<file path="config.mk">
export PLATFORM = sky130hd
export DESIGN_NAME = uart_rx_fifo
export DESIGN_NICKNAME = d
export VERILOG_FILES = /design/src/rtl/uart_rx_fifo.sv
export SDC_FILE = /design/constraint.sdc
export NUM_CORES = 1
export LEC_CHECK = 0
export BUFFER_PORTS_ARGS = -buffer_cell sky130_fd_sc_hd__buf_4
export CAP_MARGIN = 20
export CELL_PAD_IN_SITES_DETAIL_PLACEMENT = 1
export CELL_PAD_IN_SITES_GLOBAL_PLACEMENT = 1
export CORE_MARGIN = 3
export CORE_UTILIZATION = 50
export CTS_CLUSTER_DIAMETER = 80
export CTS_CLUSTER_SIZE = 20
export DETAILED_ROUTE_END_ITERATION = 10
export PLACE_DENSITY_LB_ADDON = 0.1
export RECOVER_POWER = 50
export SYNTH_ARGS = -nofsm -noshare
export SYNTH_HDL_FRONTEND = slang
export SYNTH_SLANG_ARGS = --single-unit
</file>
<file path="constraint.sdc">
create_clock -name SysClk -period 3.5 [get_ports SysClk]
set_input_delay 1.05 -clock SysClk [delete_from_list [all_inputs] [get_ports SysClk]]
set_output_delay 1.05 -clock SysClk [all_outputs]
set_load 0.03 [all_outputs]
</file>
<file path="src/rtl/uart_rx_fifo.sv">
// ---------------------------------------------------------------------------
// uart_rx_fifo
//
// Receive-side buffer between the UART receiver and the host/test interface.
// Each cycle with Data_Rdy high writes one word. The oldest entry is shown
// on Data_Out/Err_Out without being popped, and each cycle with Read_Done
// high pops one entry. A write that arrives while the FIFO is full, with no
// pop in the same cycle, is dropped and sets the sticky FIFO_Overflow flag.
//
// Configuration macro: UART_RX_FIFO_ERR_STORE_EN
//   defined   : each entry also stores Rx_Error, which is shown on Err_Out
//   undefined : Rx_Error is ignored and Err_Out is constant 3'b000
//
// Parameters:
//   DATA_BITS   width of each received data word
//   FIFO_DEPTH  number of entries (power of two, >= 2)
//
// Ports:
//   SysClk         in   system clock, rising edge
//   Rst            in   asynchronous active-high reset
//   Rx_Data        in   received word
//   Data_Rdy       in   write strobe, one entry per high cycle
//   Rx_Error       in   receiver status {break, frame, parity}
//   Read_Done      in   pop strobe, one entry per high cycle
//   Data_Out       out  head entry data (0 while empty)
//   Err_Out        out  head entry error status (0 while empty)
//   FIFO_Empty     out  no entries stored
//   FIFO_Full      out  FIFO_DEPTH entries stored
//   FIFO_Overflow  out  sticky: a write was dropped
//   Count          out  number of stored entries
// ---------------------------------------------------------------------------
module uart_rx_fifo #(
    parameter int DATA_BITS  = 8,
    parameter int FIFO_DEPTH = 8
) (
    input  logic                          SysClk,
    input  logic                          Rst,
    input  logic [DATA_BITS-1:0]          Rx_Data,
    input  logic                          Data_Rdy,
    input  logic [2:0]                    Rx_Error,
    input  logic                          Read_Done,
    output logic [DATA_BITS-1:0]          Data_Out,
    output logic [2:0]                    Err_Out,
    output logic                          FIFO_Empty,
    output logic                          FIFO_Full,
    output logic                          FIFO_Overflow,
    output logic [$clog2(FIFO_DEPTH):0]   Count
);

    localparam int PTR_W = $clog2(FIFO_DEPTH);
    localparam int CNT_W = PTR_W + 1;
    localparam logic [CNT_W-1:0] FULL_CNT = CNT_W'(FIFO_DEPTH);

`ifdef UART_RX_FIFO_ERR_STORE_EN
    localparam int ENTRY_W = DATA_BITS + 3;
`else
    localparam int ENTRY_W = DATA_BITS;
`endif

    logic [ENTRY_W-1:0] mem [FIFO_DEPTH];
    logic [PTR_W-1:0]   wr_ptr;
    logic [PTR_W-1:0]   rd_ptr;
    logic [CNT_W-1:0]   count_q;
    logic               overflow_q;
    logic [ENTRY_W-1:0] wr_entry;
    logic [ENTRY_W-1:0] head_entry;

    logic empty;
    logic full;
    logic do_pop;
    logic do_write;
    logic overflow_evt;

    // Flags decode from the registered occupancy counter only.
    assign empty = (count_q == '0);
    assign full  = (count_q == FULL_CNT);

    // A pop on a full FIFO frees the slot the simultaneous write lands in,
    // so the write is accepted. A pop on an empty FIFO is simply ignored.
    assign do_pop       = Read_Done && !empty;
    assign do_write     = Data_Rdy && (!full || Read_Done);
    assign overflow_evt = Data_Rdy && full && !Read_Done;

`ifdef UART_RX_FIFO_ERR_STORE_EN
    assign wr_entry = {Rx_Error, Rx_Data};
`else
    assign wr_entry = Rx_Data;
    // Rx_Error has no destination in this build.
    logic unused_rx_error;
    assign unused_rx_error = ^Rx_Error;
`endif

    // NOTE: the storage array has no reset; its contents are never visible
    // while empty, so clearing it would only add reset fan-out.
    always_ff @(posedge SysClk) begin
        if (do_write) begin
            mem[wr_ptr] <= wr_entry;
        end
    end

    // NOTE: non-blocking assignments throughout so every register updates
    // from the pre-edge values regardless of statement order.
    always_ff @(posedge SysClk or posedge Rst) begin
        if (Rst) begin
            wr_ptr     <= '0;
            rd_ptr     <= '0;
            count_q    <= '0;
            overflow_q <= 1'b0;
        end else begin
            if (do_write) begin
                wr_ptr <= wr_ptr + 1'b1;  // power-of-two depth wraps naturally
            end
            if (do_pop) begin
                rd_ptr <= rd_ptr + 1'b1;
            end

            case ({do_write, do_pop})
                2'b10:   count_q <= count_q + CNT_W'(1);
                2'b01:   count_q <= count_q - CNT_W'(1);
                default: count_q <= count_q;
            endcase

            // A drop on this edge wins over a clearing pop on this edge.
            if (overflow_evt) begin
                overflow_q <= 1'b1;
            end else if (do_pop) begin
                overflow_q <= 1'b0;
            end
        end
    end

    assign head_entry = mem[rd_ptr];

    assign Data_Out = empty ? '0 : head_entry[DATA_BITS-1:0];

`ifdef UART_RX_FIFO_ERR_STORE_EN
    assign Err_Out = empty ? 3'b000 : head_entry[DATA_BITS+2:DATA_BITS];
`else
    assign Err_Out = 3'b000;
`endif

    assign FIFO_Empty    = empty;
    assign FIFO_Full     = full;
    assign FIFO_Overflow = overflow_q;
    assign Count         = count_q;

endmodule

</file>
# == Word level (Yosys, flattened, before mapping) ==
# Memories as Yosys holds them, arrays and structs flattened.
# Cells that the tools add are included.
# classes
add_sub_neg,4
n_eq_ne,3
n_mux,6
n_reduce_logical,11
# ops
operator,n
2-to-1 mux 8 bit,1
one-hot mux 4 bit (2 select lines),1
adder 3 x 1 -> 3 bit (second input constant),2
adder 4 x 1 -> 4 bit (second input constant),1
equality test 4 bit (second input constant),1
logical AND 1 bit,4
zero test 4 bit,1
2-to-1 mux 1 bit,4
nonzero test 2 bit,2
subtractor 4 x 1 -> 4 bit (second input constant),1
zero test 1 bit,3
equality test 2 x 1 -> 1 bit (second input constant),1
equality test 2 bit (second input constant),1
logical OR 1 bit,1
# totals
ff_bits,11
ramBits,64
input_bits,15
output_inout_bits,18
word_cells,29
mem_count,1
# memory_table
memory,depth,word_bits,read_ports,rd_clocked_by_memory_dff,wr,line,source
mem,8,8,1,0,1,60,logic [ENTRY_W-1:0] mem [FIFO_DEPTH];

# == Longest topological paths before layout ==
# Gate-level depths: netlist (run 1).
# depth
ltp_word,6
ltp_mapped,10
ltp_nobuf,9

# == Worst setup path after synthesis (run 1) ==
# No wires, ideal clock.
# synth_path
kind,register to output
start,"register count_q[1], in the netlist Count[1]"
end,output Data_Out[6]
arrival_ns,2.088
required_time_ns,2.450
slack_ns,0.362
path_stages_with_launch,5
path_buffers,1
cell_sequence,dfrtp_1 > buf_6 > nor4_2 > nor2_1 > a22o_1
# synth_via
elab_chain_len,2
# synth_lines
item,line,source
start: declaration,63,logic [CNT_W-1:0] count_q;
start signal: assignment,118,2'b10: count_q <= count_q + CNT_W'(1);
start signal: assignment,119,2'b01: count_q <= count_q - CNT_W'(1);
start signal: assignment,120,default: count_q <= count_q;
zero test 4 bit,75,assign empty = (count_q == '0);
via FIFO_Empty,44,"output logic FIFO_Empty,"
2-to-1 mux 8 bit,134,assign Data_Out = empty ? '0 : head_entry[DATA_BITS-1:0];
end: declaration,42,"output logic [DATA_BITS-1:0] Data_Out,"
# The timed path passes the listed nets, and every way through them passes these cells.

# == Worst setup path after layout (run 1) ==
# layout_path
start,register rd_ptr[1]
end,output Data_Out[5]
# layout_via
elab_chain_len,2
# layout_lines
item,line,source
start: declaration,62,logic [PTR_W-1:0] rd_ptr;
start signal: assignment,114,rd_ptr <= rd_ptr + 1'b1;
memory (8 x 8 bit),--,
2-to-1 mux 8 bit,134,
# No other way between the ends.

==> results of run 1 <==
==> final cells by class <==
class	count	area (um2)	area share [%]
flip-flops and latches	75	2197	61.27
multi-input cells	82	868.3	24.21
repair buffers	37	244.0	6.804
clock buffers	9	123.9	3.454
well taps	75	93.84	2.617
clock inverters	7	43.79	1.221
inverters	4	15.01	0.4187
==> cells in the mapped netlist, types with 2 or more instances <==
cell type   n
ha_1        5
nand2_1     2
inv_1       4
mux4_2     16
a22o_1      8
nand2b_1    3
nor3_1      5
buf_6       3
nand3b_1    2
xor2_1      2
dfrtp_1    11
xnor2_1     5
clkbuf_1    2
buf_4       3
edfxtp_1   64
o211ai_1    2
buf_2       3
nor2_1      6
nor2b_1     2
==> registers in the layout, indices dropped and copies added (netlist names) <==
signal,cells
Count,4
wr_ptr,3
rd_ptr,3
mem,64
FIFO_Overflow,1
==> routing by layer <==
| layer | GRT usage (%) | wire length, um | up-vias |
|---|---|---|---|
| met1 | 25.05 | 2783 | 895 |
| met5 | 0 | 0 | - |
| li1 | - | - | 755 |
| met4 | 7.770 | 111 | 0 |
| met2 | 33.62 | 3472 | 37 |
| met3 | 4.419 | 248 | 10 |
==> metrics by stage <==
stage                     utilization [%]  hold WS [ps]  setup slack (ps)  power, W  cell area [um2]
after floorplan                         -         456.0             361.9  0.002222             3172
after global placement              57.50         468.9             533.9  0.002566             3465
after detailed placement            57.50         509.6             468.4  0.002647             3465
after CTS                           60.28         522.8             360.0  0.003230             3632
after global routing                59.51         548.7             278.4  0.003344             3586
final                               59.51         514.7             379.5  0.003167             3586
==> critical path, cell delays in order, from the launching register on <==
cell	delay [ps]
dfrtp_1	880
mux4_2	410
a22o_1	260
buf_4	170
==> cells by family (layout without fill, tap and decap cells) <==
group / after synthesis / count (layout)
DFF: 75 / 75
and+or+nand+nor: 27 / 27
AOI/OAI and AO/OA: 20 / 20
muxes: 20 / 20
buffers and inverters: 15 / 57
xor gates and xnor gates: 7 / 7
adders and majority gates: 5 / 5
other: 1 / 3
==> worst max-delay path by stage <==
| stage | end | from | cells past startpoint |
|---|---|---|---|
| global placement | Count[3]$_DFFE_PP0P_ | Read_Done | 7 |
| CTS | Data_Out[5] | rd_ptr[1]$_DFFE_PP0P_ | 3 |
| detailed placement | Count[3]$_DFFE_PP0P_ | Read_Done | 7 |
| floorplan | Data_Out[6] | Count[1]$_DFFE_PP0P_ | 4 |
| global route | Data_Out[2] | Count[1]$_DFFE_PP0P_ | 4 |
| finish | Data_Out[5] | rd_ptr[1]$_DFFE_PP0P_ | 3 |
==> where the power goes <==
part / internal, W / total (W) / switching, W
sequential: 0.00115 / 0.00133 / 0.000180
combinational: 0.000572 / 0.00126 / 0.000692
clock: 0.000255 / 0.000576 / 0.000322
total: 0.00197 / 0.00317 / 0.00119
==> impl_metrics.json, run 1 <==
{
  "cp.required_ps": 2450,
  "power.density_nw_per_um2": 883.2,
  "fill_cells": 559,
  "areaGrowthSynthToFinish_pct": 13.33,
  "die_h_um": 85.55,
  "ctsRootBufferMaster": "clkbuf_8",
  "clock.fmax_ghz": 0.3205,
  "cts_buffer_depth": 2,
  "clock_latency_ps": 340,
  "outcome": "finished clean",
  "synth_top_area_share_pct": 60.74,
  "hold_viol_final": 0,
  "synth_async_sr_flop_share_pct": 14.67,
  "mostFrequentLayoutCell": "edfxtp_1",
  "cap_violations": 0,
  "drive_gt1_share_pct": 29.44,
  "synth_mux_area_share_pct": 12.89,
  "grt_pass1_wl_mm": 10.38,
  "synthTopCellsByArea": "edfxtp_1 (61%), mux4_2 (11%), dfrtp_1 (8.7%)",
  "synth_top_family_by_area": "multiplexers",
  "h-tree-depth": 3,
  "synth-edff-count": 64,
  "ctsResizeCount": 0,
  "r2r_cells": 7,
  "fp.dieW_um": 85.55,
  "r2r-start": "Count[0]$_DFFE_PP0P_",
  "gp_congestion": 0.7754,
  "globalRouteTotalUtil_pct": 19.86,
  "cts_hold_buf": 0,
  "numCtsBuffers": 9,
  "pin_count": 33,
  "nets": 229,
  "synth_top_cell_by_area": "edfxtp_1",
  "synth_cells": 170,
  "dieArea_um2": 7319,
  "finalSetupViolCount": 0,
  "fin_tns_setup_ps": 0,
  "clk_pin_slew_worst_paths_ps": 80,
  "synth-compound-area-share_pct": 5.496,
  "r2r_slack_ps": 600,
  "grt_pass1_vias": 1903,
  "cts.sinks": 75,
  "first_pass_iters": 4,
  "critPathLaunchType": "flop",
  "critPathArrivalTime_ps": 2070,
  "fin_cells": 289,
  "yosysSeqAreaShare_pct": 69.43,
  "maxSlewViolCount": 0,
  "drt_iter0_markers": 91,
  "min_from": "rd_ptr[2]$_DFFE_PP0P_",
  "tightest_slew_ps": 815.0,
  "post_drt_wl_per_cell_um": 22.89,
  "max-vdd-ir-drop_v": 0.0004776,
  "dpl.cell_count": 273,
  "core_area_um2": 6026,
  "synth.distinct_cells": 41,
  "num_vias": 1697,
  "grt_max_degree": 19,
  "whs_endpoint": "rd_ptr[2]$_DFFE_PP0P_",
  "n_antenna_cell": 0,
  "hold_class": "reg2reg",
  "p_leak_nw": 1.256,
  "worstPathMaxFanout": 18,
  "critPathKind": "reg2out",
  "ys_ff_latch": 75,
  "grt-ovfl-total": 0,
  "initial_utilization_pct": 52.51,
  "finClkSkew_ps": 5.035,
  "rsz0062_at_grt": "false",
  "synth_warnings": 0,
  "syn_area_um2": 3164,
  "cp-end-kind": "primary output",
  "routed_wl_mm": 6.616,
  "post-dp-hpwl_mm": 4.486,
  "syn_area_per_cell_um2": 18.61,
  "antenna_found_initial": 0,
  "fin_crit_sh_pct": 89.16,
  "num_rows": 28,
  "whs_path_depth": 1,
  "drc_errors": 0,
  "regToRegEndpoint": "Count[3]$_DFFE_PP0P_",
  "final_cell_mix": "edfxtp_1 (64), buf_4 (27), mux4_2 (16)",
  "synth-adder-area-share_pct": 1.977,
  "drtAntennaViolNets": 0,
  "post_drt_via_cell_ratio": 5.872,
  "max_slew_margin_pct": 45.66,
  "synth-simple-area-share_pct": 5.180,
  "yosys.area_share.xor_xnor_pct": 1.938,
  "portBuffers": 26,
  "fin_crit_ps": 3120,
  "cts_tree": "yes",
  "ys.flop_type": "edfxtp_1",
  "post-cts-setup-buffer-count": 0
}
No activity file was read; power rests on OpenSTA's default activity.
==> inputs of run 2 (changes only) <==
- PLACE_DENSITY: default -> 0.89
- PLACE_DENSITY_LB_ADDON: 0.1 -> default
==> run 2 against run 1 <==
Compared with the run above:
- critical path depth is 1 higher
- wire length is 4.2% higher
- sequential share of layout area is 0.63 points lower
- sequential power hardly changed
- combinational power hardly changed
- cell area is 1.0% higher
- via count is 1.1% higher
- count of clock-buffer cells in the layout is 3 higher
- global-route usage is 1.2 points higher
- hold slack worse by 4.2 ps
==> impl_metrics.json, run 2 (synthesis results as in run 1) <==
{
  "path_delay_family": "simple AND/OR/NAND/NOR gates",
  "cp_slowest_stage_delay_ps": 550,
  "dpl.cell_count": 271,
  "post-dp-hpwl_mm": 4.522,
  "path_buf_inv": 1,
  "outcome": "finished clean",
  "grt_pass1_wl_mm": 10.88,
  "tightest_slew_ps": 821.0,
  "clk_pin_slew_worst_paths_ps": 70,
  "drc_errors": 0,
  "drtAntennaViolNets": 0,
  "cellInternalPower_w": 0.002126,
  "areaGrowthSynthToFinish_pct": 14.51,
  "antenna_found_initial": 0,
  "fin_util_pct": 60.13,
  "crit_path_cell_trace": "nor4_2 > nor2b_1 > a22o_1 > buf_4",
  "fin_crit_sh_pct": 91.98,
  "n_antenna_cell": 0,
  "max_slew_margin_pct": 45.27,
  "slowest_stage": "nor4_2",
  "cts_buffer_depth": 2,
  "num_vias": 1716,
  "p_switching_w": 0.001188,
  "pin_count": 33,
  "post-cts-setup-buffer-count": 0,
  "finClkSkew_ps": 9.837,
  "post_drt_via_cell_ratio": 5.979,
  "cts.sinks": 75,
  "numCtsBuffers": 9,
  "clock_latency_ps": 350,
  "initial_utilization_pct": 52.51,
  "nets": 227,
  "comb_power_share_pct": 37.8,
  "fin_crit_ps": 3219,
  "clockPowerShare_pct": 22.0,
  "p_leak_nw": 1.263,
  "grt_max_degree": 19,
  "fp.dieW_um": 85.55,
  "cts_hold_buf": 0,
  "worstPathMaxFanout": 9,
  "cap_violations": 0,
  "clock.fmax_ghz": 0.3106,
  "hold_viol_final": 0,
  "die_h_um": 85.55,
  "core_area_um2": 6026,
  "routed_wl_mm": 6.897,
  "cts_tree": "yes",
  "largest-register": "mem",
  "hold_slack_ps": 510.5,
  "portBuffers": 26,
  "pre_cts_ws_ps": 363.5,
  "globalRouteTotalUtil_pct": 21.01,
  "grt_pass1_vias": 1919,
  "num_rows": 28,
  "final_cell_mix": "edfxtp_1 (64), buf_4 (25), mux4_2 (16)",
  "critPathLaunchType": "flop",
  "cp-end-kind": "primary output",
  "maxSlewViolCount": 0,
  "critPathKind": "reg2out",
  "gp_congestion": 0.7385,
  "pwr-share-seq_pct": 40.2,
  "drt_iter0_markers": 78,
  "post_drt_wl_per_cell_um": 24.03,
  "dieArea_um2": 7319,
  "first_pass_iters": 4,
  "drive_gt1_share_pct": 28.30,
  "ctsResizeCount": 0,
  "hold_class": "reg2reg",
  "critPathArrivalTime_ps": 2170,
  "ctsRootBufferMaster": "clkbuf_8",
  "setup_slack_ps": 280.6,
  "rsz0062_at_grt": "false",
  "fin_cells": 287,
  "h-tree-depth": 3,
  "fin_tns_setup_ps": 0,
  "largest_reg_flops": 64,
  "max-vdd-ir-drop_v": 0.0004444,
  "finalSetupViolCount": 0,
  "cp.required_ps": 2450,
  "power.density_nw_per_um2": 914.5,
  "grt-ovfl-total": 0,
  "mostFrequentLayoutCell": "edfxtp_1",
  "p_sw_share_pct": 35.83
}
-- run 2: stage by stage --
step	power (W)	area [um2]
3_3_place_gp	0.002529	3450
6_report	0.003314	3623
4_1_cts	0.003377	3670
2_1_floorplan	0.002222	3172
3_5_place_dp	0.002638	3450
5_1_grt	0.003493	3623
-- run 2: worst reg2reg max path: cells and delay by family, from the launching register on --
family	cells	cell delay, ps
AO/OA/AOI/OAI	3	630
buffers and inverters	1	130
flip-flops	1	490
adder cells (fa/ha/maj)	1	440
AND/OR/NAND/NOR	2	1060
-- run 2: area by class of cell --
type | instances | area (um2)
fillers | 550 | 2402
flip-flops and latches | 75 | 2197
multi-input cells | 82 | 868.3
repair buffers | 35 | 229.0
clock buffers | 12 | 145.1
well taps | 75 | 93.84
clock inverters | 4 | 75.07
inverters | 4 | 15.01
-- run 2: power groups by stage --
stage	sequential, W	clock, W	combinational, W
detailed placement	0.00135	0	0.00128
global route	0.00136	0.000789	0.00135
finish	0.00133	0.000730	0.00125
global placement	0.00131	0	0.00121
CTS	0.00134	0.000744	0.00130
floorplan	0.00130	0	0.000924
-- run 2: final timing paths --
path	from	endpoint	slack [ps]	cells past startpoint
min reg2reg	rd_ptr[2]$_DFFE_PP0P_	rd_ptr[2]$_DFFE_PP0P_	510	1
max reg2reg	Count[0]$_DFFE_PP0P_	Count[3]$_DFFE_PP0P_	640	7
max in group asynchronous	Rst	Count[2]$_DFFE_PP0P_	2470	2
min	rd_ptr[2]$_DFFE_PP0P_	rd_ptr[2]$_DFFE_PP0P_	510	1
min in group asynchronous	Rst	wr_ptr[2]$_DFFE_PP0P_	720	2
max	Count[0]$_DFFE_PP0P_	Data_Out[4]	280	4
-- run 2: layer usage --
metal / vias up / global-route usage, % / wire length, um
met1: 900 / 25.75 / 2612
met3: 4 / 5.860 / 401
met5: - / 0 / 0
li1: 754 / - / -
met2: 58 / 36.44 / 3841
met4: 0 / 6.331 / 41
